### config.mk
export PLATFORM = sky130hd
export DESIGN_NAME = mux4_rr_scheduler
export DESIGN_NICKNAME = d
export VERILOG_FILES = /design/src/rtl/mux4_rr_scheduler.sv
export SDC_FILE = /design/constraint.sdc
export NUM_CORES = 1
export LEC_CHECK = 0
export ABC_CLOCK_PERIOD_IN_PS = 4600
export CORE_MARGIN = 5
export CORE_UTILIZATION = 54
export CTS_BUF_LIST = sky130_fd_sc_hd__clkbuf_4 sky130_fd_sc_hd__clkbuf_8
export DETAILED_ROUTE_END_ITERATION = 6
export GPL_TIMING_DRIVEN = 0
export PLACE_DENSITY = 0.91
export SETUP_SLACK_MARGIN = 0.15
export SLEW_MARGIN = 0
export SYNTH_ARGS = -nofsm -noshare
export SYNTH_HDL_FRONTEND = slang
export SYNTH_SLANG_ARGS = --single-unit
### constraint.sdc
create_clock -name clk -period 4.6 [get_ports clk]
set_input_delay 0.92 -clock clk [delete_from_list [all_inputs] [get_ports clk]]
set_output_delay 0.92 -clock clk [all_outputs]
set_load 0.03 [all_outputs]
### src/rtl/mux4_rr_scheduler.sv
// ============================================================================
// Module   : mux4_rr_scheduler
// Brief    : Round-robin, slot-bounded scheduler driving a 4:1 mux select
//            and forwarding the granted channel's data as a registered stream.
// Revision : 1.0 - initial release
// ============================================================================
`default_nettype none

module mux4_rr_scheduler #(
  parameter int DATA_W   = 1,
  parameter int SLOT_LEN = 4
) (
  input  logic                  clk,
  input  logic                  rst,
  input  logic [3:0]            i_req,
  input  logic [4*DATA_W-1:0]   i_in,
  output logic                  o_s1,
  output logic                  o_s0,
  output logic [3:0]            o_gnt,
  output logic [DATA_W-1:0]     o_y,
  output logic                  o_y_valid
);

  localparam int                CNT_W       = (SLOT_LEN > 1) ? $clog2(SLOT_LEN) : 1;
  localparam logic [CNT_W-1:0]  C_SLOT_LAST = CNT_W'(SLOT_LEN - 1);

  typedef enum logic [0:0] {IDLE = 1'b0, GRANT = 1'b1} state_t;

  state_t              r_state;
  logic [1:0]          r_ptr;
  logic [1:0]          r_cur;
  logic [3:0]          r_gnt;
  logic [CNT_W-1:0]    r_slot_cnt;
  logic [DATA_W-1:0]   r_y;
  logic                r_y_valid;

  logic                w_end;
  logic [1:0]          w_scan_base;
  logic [1:0]          w_idx;
  logic [1:0]          w_win;
  logic                w_found;
  logic [DATA_W-1:0]   w_data_cur;

  assign w_end       = (r_state == GRANT) && (!i_req[r_cur] || (r_slot_cnt == C_SLOT_LAST));
  // On a grant end the holder drops to lowest priority by scanning from cur+1.
  assign w_scan_base = (r_state == GRANT) ? r_cur + 2'd1 : r_ptr;
  assign w_data_cur  = i_in[r_cur*DATA_W +: DATA_W];

  always_comb begin
    w_found = 1'b0;
    w_win   = 2'd0;
    w_idx   = 2'd0;
    for (int i = 3; i >= 0; i--) begin
      w_idx = w_scan_base + 2'(i);
      if (i_req[w_idx]) begin
        w_found = 1'b1;
        w_win   = w_idx;
      end
    end
  end

  always_ff @(posedge clk) begin
    if (rst) begin
      r_state    <= IDLE;
      r_ptr      <= 2'd0;
      r_cur      <= 2'd0;
      r_gnt      <= 4'd0;
      r_slot_cnt <= '0;
      r_y        <= '0;
      r_y_valid  <= 1'b0;
    end else begin
      case (r_state)
        IDLE: begin
          r_y_valid <= 1'b0;
          if (w_found) begin
            r_state    <= GRANT;
            r_gnt      <= 4'(4'b0001 << w_win);
            r_cur      <= w_win;
            r_slot_cnt <= '0;
          end
        end
        GRANT: begin
          r_y       <= w_data_cur;
          r_y_valid <= i_req[r_cur];
          if (w_end) begin
            r_ptr <= r_cur + 2'd1;
            if (w_found) begin
              r_gnt      <= 4'(4'b0001 << w_win);
              r_cur      <= w_win;
              r_slot_cnt <= '0;
            end else begin
              r_state <= IDLE;
              r_gnt   <= 4'd0;
            end
          end else begin
            r_slot_cnt <= r_slot_cnt + CNT_W'(1);
          end
        end
        default: r_state <= IDLE;
      endcase
    end
  end

  assign o_s1      = r_cur[1];
  assign o_s0      = r_cur[0];
  assign o_gnt     = r_gnt;
  assign o_y       = r_y;
  assign o_y_valid = r_y_valid;

endmodule

`default_nettype wire

# Word-level counts from Yosys, hierarchy flattened

Index checks and enable logic that the tools add are counted.

Flip-flop bits (word level): 13
Input bits: 10
Output and inout port bits: 8
Logic and storage cells: 61

Add/sub/neg operators: 5
Order comparisons: 5
Eq/ne operators: 3
Shift-type cells: 2
Muxes and demuxes: 33
Bitwise logic cells: 1
Reduce and logical (&&, ||, !) cells: 5

Operator list:

| cell                                                                 | count |
|---|---|
| 2-bit two-way mux                                                    | 9 |
| 2-bit by 3-bit < comparator with 1-bit output, second input constant | 5 |
| 4-bit two-way mux                                                    | 3 |
| 1-bit two-way mux                                                    | 11 |
| 1-bit binary-select mux with 2-bit select                            | 5 |
| 2-bit one-hot mux with 2 select lines                                | 2 |
| 4-bit one-hot mux with 2 select lines                                | 1 |
| 2-bit by 1-bit adder with 2-bit output, second input constant        | 3 |
| 2-bit adder, second input constant                                   | 2 |
| 1-bit one-hot mux with 2 select lines                                | 2 |
| 2-bit AND reduction                                                  | 2 |
| 4-bit by 3-bit indexed part select with 1-bit output                 | 1 |
| 1-bit by 2-bit << shifter with 4-bit output, first input constant    | 1 |
| 2-bit equality test, second input constant                           | 1 |
| 2-bit by 1-bit != test with 1-bit output, second input constant      | 1 |
| 2-bit != test, second input constant                                 | 1 |
| 1-bit logical AND                                                    | 1 |
| 1-bit logical NOT                                                    | 1 |
| 1-bit logical OR                                                     | 1 |
| 1-bit NOT                                                            | 1 |

# Longest topological paths before layout

Gate-level depths: netlist (run 1).

Word-level depth: 13
Mapped depth: 6
Depth with buffers taken out: 6

# Worst setup path after synthesis (run 1)

Ideal clock, no wire load.

Path type: input to register
Start: in i_req[3]
End: reg r_cur[1]
Library setup time: 70 ps
Data arrival time: 2,231 ps
Required time: 4,530 ps
Setup slack: 2,300 ps
Cell stages on the path: 5
Buffers on the path: 0
Cell sequence: mux4_2 and3_4 nor2_4 or4b_1 a21oi_1

Word-level cells in the longest chain between the ends: 9
Elaborated cells between the ends (all ways): 25
Those cells by class: 1 x eq/ne; 21 x mux; 3 x reduce/logical

Ends and longest elaborated chain:

| element                                                             | line   | source |
|---|---|---|
| start, declared                                                     | 15     | `input logic [3:0] i_req,` |
| 1-bit binary-select mux with 2-bit select                           | 55     | `if (i_req[w_idx]) begin` |
| 1-bit two-way mux (not written as such)                             | 55     |  |
| 2-bit two-way mux or 1-bit two-way mux (tied branches) (4 in a row) | 55     |  |
| 2-bit two-way mux                                                   | 75, 87 |  |
| 2-bit two-way mux                                                   | 85     | `if (w_end) begin` |
| 2-bit one-hot mux with 2 select lines                               | 72     | `case (r_state)` |
| end signal, assigned                                                | 78     | `r_cur <= w_win;` |
| end signal, assigned                                                | 89     | `r_cur <= w_win;` |
| end, declared                                                       | 31     | `logic [1:0] r_cur;` |

Parallel ways exist; a longest one is shown, timed or not. The select of a mux whose other input is x is not followed.
A chain may end at the register's enable or synchronous reset.

# Final worst setup path (run 1)

Same ends and word-level chain as after synthesis.

==> results.toml, run 1 <==
[status]
status = "completed"

[pwr]
power_uw = 306.6
clkPwrFrac = 0.233
peakVddDrop_v = 0.0002075
p_sw_uw = 103.0
comb_power_share = 0.332
p_leak_nw = 0.3618
power_density_mw_per_mm2 = 313.8
internal_power_uw = 203.6
netSwitchingFraction = 0.3359
sequentialPowerShare = 0.434

[sta]
fin_setup_tns_ns = 0
drv_slew = 0
finalCritPeriodShare = 0.5979
setup_slack_ns = 1.850
tightest_slew_ns = 0.6850
fmax_mhz = 363.6
max_slew_margin = 0.5395
fin_hold_ws_ns = 0.4883
finalClockSkew_ns = 0.003981
post-route-min-period_ns = 2.750
finalSetupViolCount = 0
hold_violations = 0
rsz0062_at_grt = "no"

[worst_hold_path]
hold_path_end = "o_gnt[0]"
hp-class = "register to register"
hold_path_depth = 2
hold_start = "o_gnt[0]"

[cts]
cts-htree-levels = 1
clockBufferDepth = 2
post-cts-setup-buffer-count = 0
cts_made_buffers = 3
clkTransAtPathRegs_ns = 0.08
ctsResizeCount = 0
clock_sinks = 13
ctsHoldBuffers = 0
root_buffer = "clkbuf_4"
clk_latency_ns = 0.29
cts_tree = "built"

[cells_and_area]
fillers = 89
final_nets = 117
diodes = 0
stdcell_count = 120
multi_input_area_um2 = 460.4
syn_to_final_growth_pct = 28.45
ff_latch_area_um2 = 260.3
drive_gt1_frac = 0.1429

[synth]
synth_edf_count = 0
synth_seq_area_share = 0.3421
synthMuxAreaShare = 0.1201
syn_area_um2 = 760.7
synthXorXnorAreaFrac = 0.01151
yosys.area_share.simple = 0.2928
postSynthAreaPerCell_um2 = 9.056
syn_inst = 84
yosysUniqueCellTypes = 37
ys_seq_elements = 13
synth_fa_ha_area_frac = 0.01645
synth-compound-area-share = 0.1645
ys.flop_type = "dfxtp_1"
synth_top_family_by_area = "simple AND/OR/NAND/NOR gates"
yosysWarningCount = 0
async_flop_share = 0
synth.net_count = 95

[critical_path]
rr_endpoint = "r_cur[1]"
r2r_setup_slack_ns = 2.56
path_class = "input port to register"
regToRegStartpoint = "r_cur[0]"
path_cells = "clkdlybuf4s50_1, mux4_2, and3_4, nor2_4, or4b_1, a21oi_1"
arrival_ns = 2.97
path_max_fanout = 7
reg2reg_depth = 6
crit_required_ns = 4.82
critPathTopFamily = "simple AND/OR/NAND/NOR gates"
critPathSlowestCell = "mux4_2"
cp_num_buf_inv = 1
cp-end-kind = "register"
startpoint_type = "input port"
crit_path_max_incr_delay_ns = 0.58

[grt]
gr-usage-met2 = 0.3636
overflow = 0
grt_max_degree = 11
track_usage = 0.2127
top_usage_layer = "met2"
grt_use_met1 = 0.2431
grt_pass1_vias = 752
grt_pass1_wl_mm = 3.332
antenna_found_initial = 0
met3_usage = 0.07519

[floorplanning]
row_count = 13
initial_core_util = 0.5774
dieArea_mm2 = 0.002260
dieWidth_um = 47.54
dieHeight_um = 47.54
core-area_mm2 = 0.001318
io_pins = 18

[place]
dp_hpwl_mm = 1.416
io_buffers = 17
gp_congestion = 0.8163
post-place-ws_ns = 1.585
dp.cells = 116

[routing]
wire_per_inst_um = 15.55
viasPerCell = 5.942
ant_nets = 0
drt_iter0_drc = 23
routed_wl_mm = 1.866
first_pass_iters = 4
drc_errors = 0
num_vias = 713

[run]
maxCapViolCount = 0
==> worst min-delay path, delay by kind of cell (launching register included) <==
kind	cells	cell delay, ns
simple gates	1	0.08
flops	1	0.32
compound gates	1	0.06
==> layout make-up <==
class	instances	share of cell area
Multi-Input combinational cell	63	0.4712
Sequential cell	13	0.2663
Timing Repair Buffer	17	0.1741
Clock buffer	3	0.02305
Buffer	3	0.02177
Inverter	5	0.01921
Tap cell	15	0.01921
Clock inverter	1	0.005122
==> cell families (layout without fill, tap and decap cells) <==
group                    after synthesis  after routing
AO/OA/AOI/OAI                         18             18
multiplexers                           6              6
buffers and inverters                  8             29
adder cells (fa/ha/maj)                1              1
AND/OR/NAND/NOR                       37             37
XOR/XNOR                               1              1
flip-flops                            13             13
==> registers in the layout (all words and copies together), names as in the netlist <==
| signal | count |
|---|---|
| o_gnt | 4 |
| o_y | 1 |
| o_y_valid | 1 |
| r_cur | 2 |
| r_ptr | 2 |
| r_slot_cnt | 2 |
| r_state | 1 |
==> per-stage QoR <==
step | area, um^2 | utilization
after floorplan | 760.7 | -
after global placement | 949.7 | 0.7208
after detailed placement | 949.7 | 0.7208
after CTS | 977.2 | 0.7417
after global routing | 977.2 | 0.7417
final | 977.2 | 0.7417
==> how the worst max path moves through the flow <==
stage,startpoint,endpoint,depth (start not counted)
floorplan,i_req[3],r_cur[1],5
global placement,i_req[3],r_cur[1],6
detailed placement,i_req[3],r_cur[1],6
CTS,i_req[3],r_cur[1],6
global route,i_req[3],r_cur[1],6
finish,i_req[3],r_cur[1],6
==> power groups by stage <==
stage,Clock [mW],Combinational [mW],Sequential [mW]
floorplan,0,0.0526,0.147
global placement,0,0.0980,0.135
detailed placement,0,0.101,0.135
CTS,0.0739,0.102,0.133
global route,0.0794,0.110,0.135
finish,0.0716,0.102,0.133
==> layer usage <==
layer | share of wire | routed length, um | vias to the layer above
li1 | - | - | 353
met4 | 0.015 | 28 | 0
met3 | 0.059 | 111 | 5
met2 | 0.50 | 927 | 22
met5 | 0 | 0 | -
met1 | 0.43 | 799 | 333
==> Yosys cell counts (all sizes together) (2+ instances only) <==
library cell	n	area share
o31ai	2	0.020
a21oi	4	0.026
nor2b	3	0.025
nand2	3	0.015
buf	3	0.028
nand3	2	0.013
nor2	14	0.079
dfxtp	13	0.34
mux4	2	0.064
mux2	2	0.030
o21ai	4	0.026
mux2i	2	0.026
and2b	2	0.023
o41ai	2	0.023
nand3b	4	0.039
inv	5	0.025
==> layout by cell type, fill, tap and decap left out, types with 2 or more instances in the layout <==
master and instances:
dfxtp_1 13, and2b_2 2, mux2i_1 2, mux2_2 2
buf_2 2, nand3_1 2, o31ai_1 2, nand2_1 3
clkdlybuf4s50_1 17, o21ai_0 3, nor2_1 13, inv_1 5
nand3b_1 4, clkbuf_4 3, a21oi_1 4, o41ai_1 2
nor2b_1 3
(Power assumes the default switching activity.)
==> run 2, diff against run 1 <==
- ABC_CLOCK_PERIOD_IN_PS: 4600 -> 2700
- CORE_UTILIZATION: 54 -> 50
- PLACE_DENSITY: 0.91 -> 0.85
- clock period: 4.6 -> 2.7 ns (I/O delays scaled with it)
==> run 2 against run 1 <==
Compared with the run above:
- die area rose by 6.3%
- clock power is 79% higher
- first-iteration DRC count is 43% higher
- clock-buffer cell count unchanged
- clock skew is 0.0036 ns higher
- wire length is 3.6% lower
- critical path depth stayed put
- combinational power up 70%
- largest cell class unchanged
==> results.toml, run 2 (synthesized netlist as in run 1, its figures left out) <==
[sta]
finalClockSkew_ns = 0.007557
rsz0062_at_grt = "no"
fmax_mhz = 419.0
fin_setup_tns_ns = 0
finalSetupViolCount = 0
drv_slew = 0
setup_slack_ns = 0.3134
max_slew_margin = 0.5536
hold_violations = 0
post-route-min-period_ns = 2.387
tightest_slew_ns = 0.6641
finalCritPeriodShare = 0.8839

[critical_path]
startpoint_type = "input port"
crit_start = "i_req[3]"
regToRegStartpoint = "r_cur[0]"
crit_required_ns = 2.91
cp-end-kind = "register"
path_max_fanout = 7
path_class = "input port to register"
arrival_ns = 2.60

[floorplanning]
initial_core_util = 0.5170
row_count = 14
core-area_mm2 = 0.001471
io_pins = 18
dieWidth_um = 49.01
dieHeight_um = 49.01
dieArea_mm2 = 0.002401

[place]
dp.cells = 117
post-place-ws_ns = 0.01493
dp_hpwl_mm = 1.342
gp_congestion = 0.8076
io_buffers = 17
placed_area_um2 = 950.9

[routing]
num_vias = 712
wire_per_inst_um = 14.87
drc_errors = 0
drt_iter0_drc = 33
routed_wl_mm = 1.799
first_pass_iters = 4
viasPerCell = 5.884
ant_nets = 0

[cells_and_area]
syn_to_final_growth_pct = 28.62
diodes = 0
layout_commonest_cell = "clkdlybuf4s50_1"
largest_reg_flops = 4
layout_common_cells = "17 x clkdlybuf4s50_1, 13 x nor2_1, 13 x dfxtp_1"
drive_gt1_frac = 0.1429
final_nets = 117
post-route-util = 0.6650
stdcell_count = 121
design_area_um2 = 978.4
fillers = 129

[cts]
cts_made_buffers = 3
root_buffer = "clkbuf_4"
ctsResizeCount = 0
clk_latency_ns = 0.29
post-cts-setup-buffer-count = 0
cts-htree-levels = 1
clkTransAtPathRegs_ns = 0.08
clockBufferDepth = 2
cts_tree = "built"
clock_sinks = 13
ctsHoldBuffers = 0

[grt]
antenna_found_initial = 0
grt_pass1_wl_mm = 3.105
overflow = 0
grt_pass1_vias = 695
grt_max_degree = 11
track_usage = 0.1629

[worst_hold_path]
hp-class = "register to register"
hold_start = "o_gnt[3]"

[pwr]
p_leak_nw = 0.3618
power_density_mw_per_mm2 = 537.5
peakVddDrop_v = 0.0003235

[status]
status = "completed"

[run]
maxCapViolCount = 0
==> run 2: routing by layer <==
layer | share of wire | vias up | global-route usage
li1 | - | 352 | -
met1 | 0.42 | 323 | 0.1877
met2 | 0.49 | 31 | 0.2804
met3 | 0.064 | 6 | 0.03364
met4 | 0.021 | 0 | 0.08072
met5 | 0 | - | 0
==> run 2: worst paths after layout <==
kind	end	slack, ns	cells past startpoint
setup / recovery	r_cur[1]	0.31	6
hold / removal	o_gnt[3]	0.50	2
hold reg to reg	o_gnt[3]	0.50	2
setup reg to reg	r_cur[1]	0.64	6
==> run 2: cell type report <==
type	count	area [um^2]	share of cell area
multi-input cells	63	460.4	0.4706
inverters	5	18.77	0.01918
plain buffers	3	21.27	0.02174
flip-flops and latches	13	260.3	0.2660
well taps	16	20.02	0.02046
clock buffers	3	22.52	0.02302
clock inverters	1	5.005	0.005115
repair buffers	17	170.2	0.1739
==> run 2: through the flow <==
step | hold slack [ns] | power [mW]
after floorplan | 0.4815 | 0.3402
after global placement | 0.4707 | 0.3970
after detailed placement | 0.4775 | 0.4018
after CTS | 0.4957 | 0.5283
after global routing | 0.5291 | 0.5563
final | 0.4952 | 0.5259
==> run 2: critical path, stage by stage <==
cell and delay [ns]:
clkdlybuf4s50_1 0.54, mux4_2 0.58, and3_4 0.23, nor2_4 0.10, or4b_1 0.46, a21oi_1 0.15
==> run 2: where the power goes <==
| group | internal, mW | switching (mW) | leakage, nW |
|---|---|---|---|
| clock | 0.0551 | 0.0726 | 0.0177 |
| sequential | 0.210 | 0.0160 | 0.107 |
| combinational | 0.0823 | 0.0904 | 0.237 |
==> run 3, diff against run 2 <==
- HOLD_SLACK_MARGIN: default -> 0.1
==> results of run 3 <==
Same layout as run 2: the final DEF is identical, and so are final timing and power.
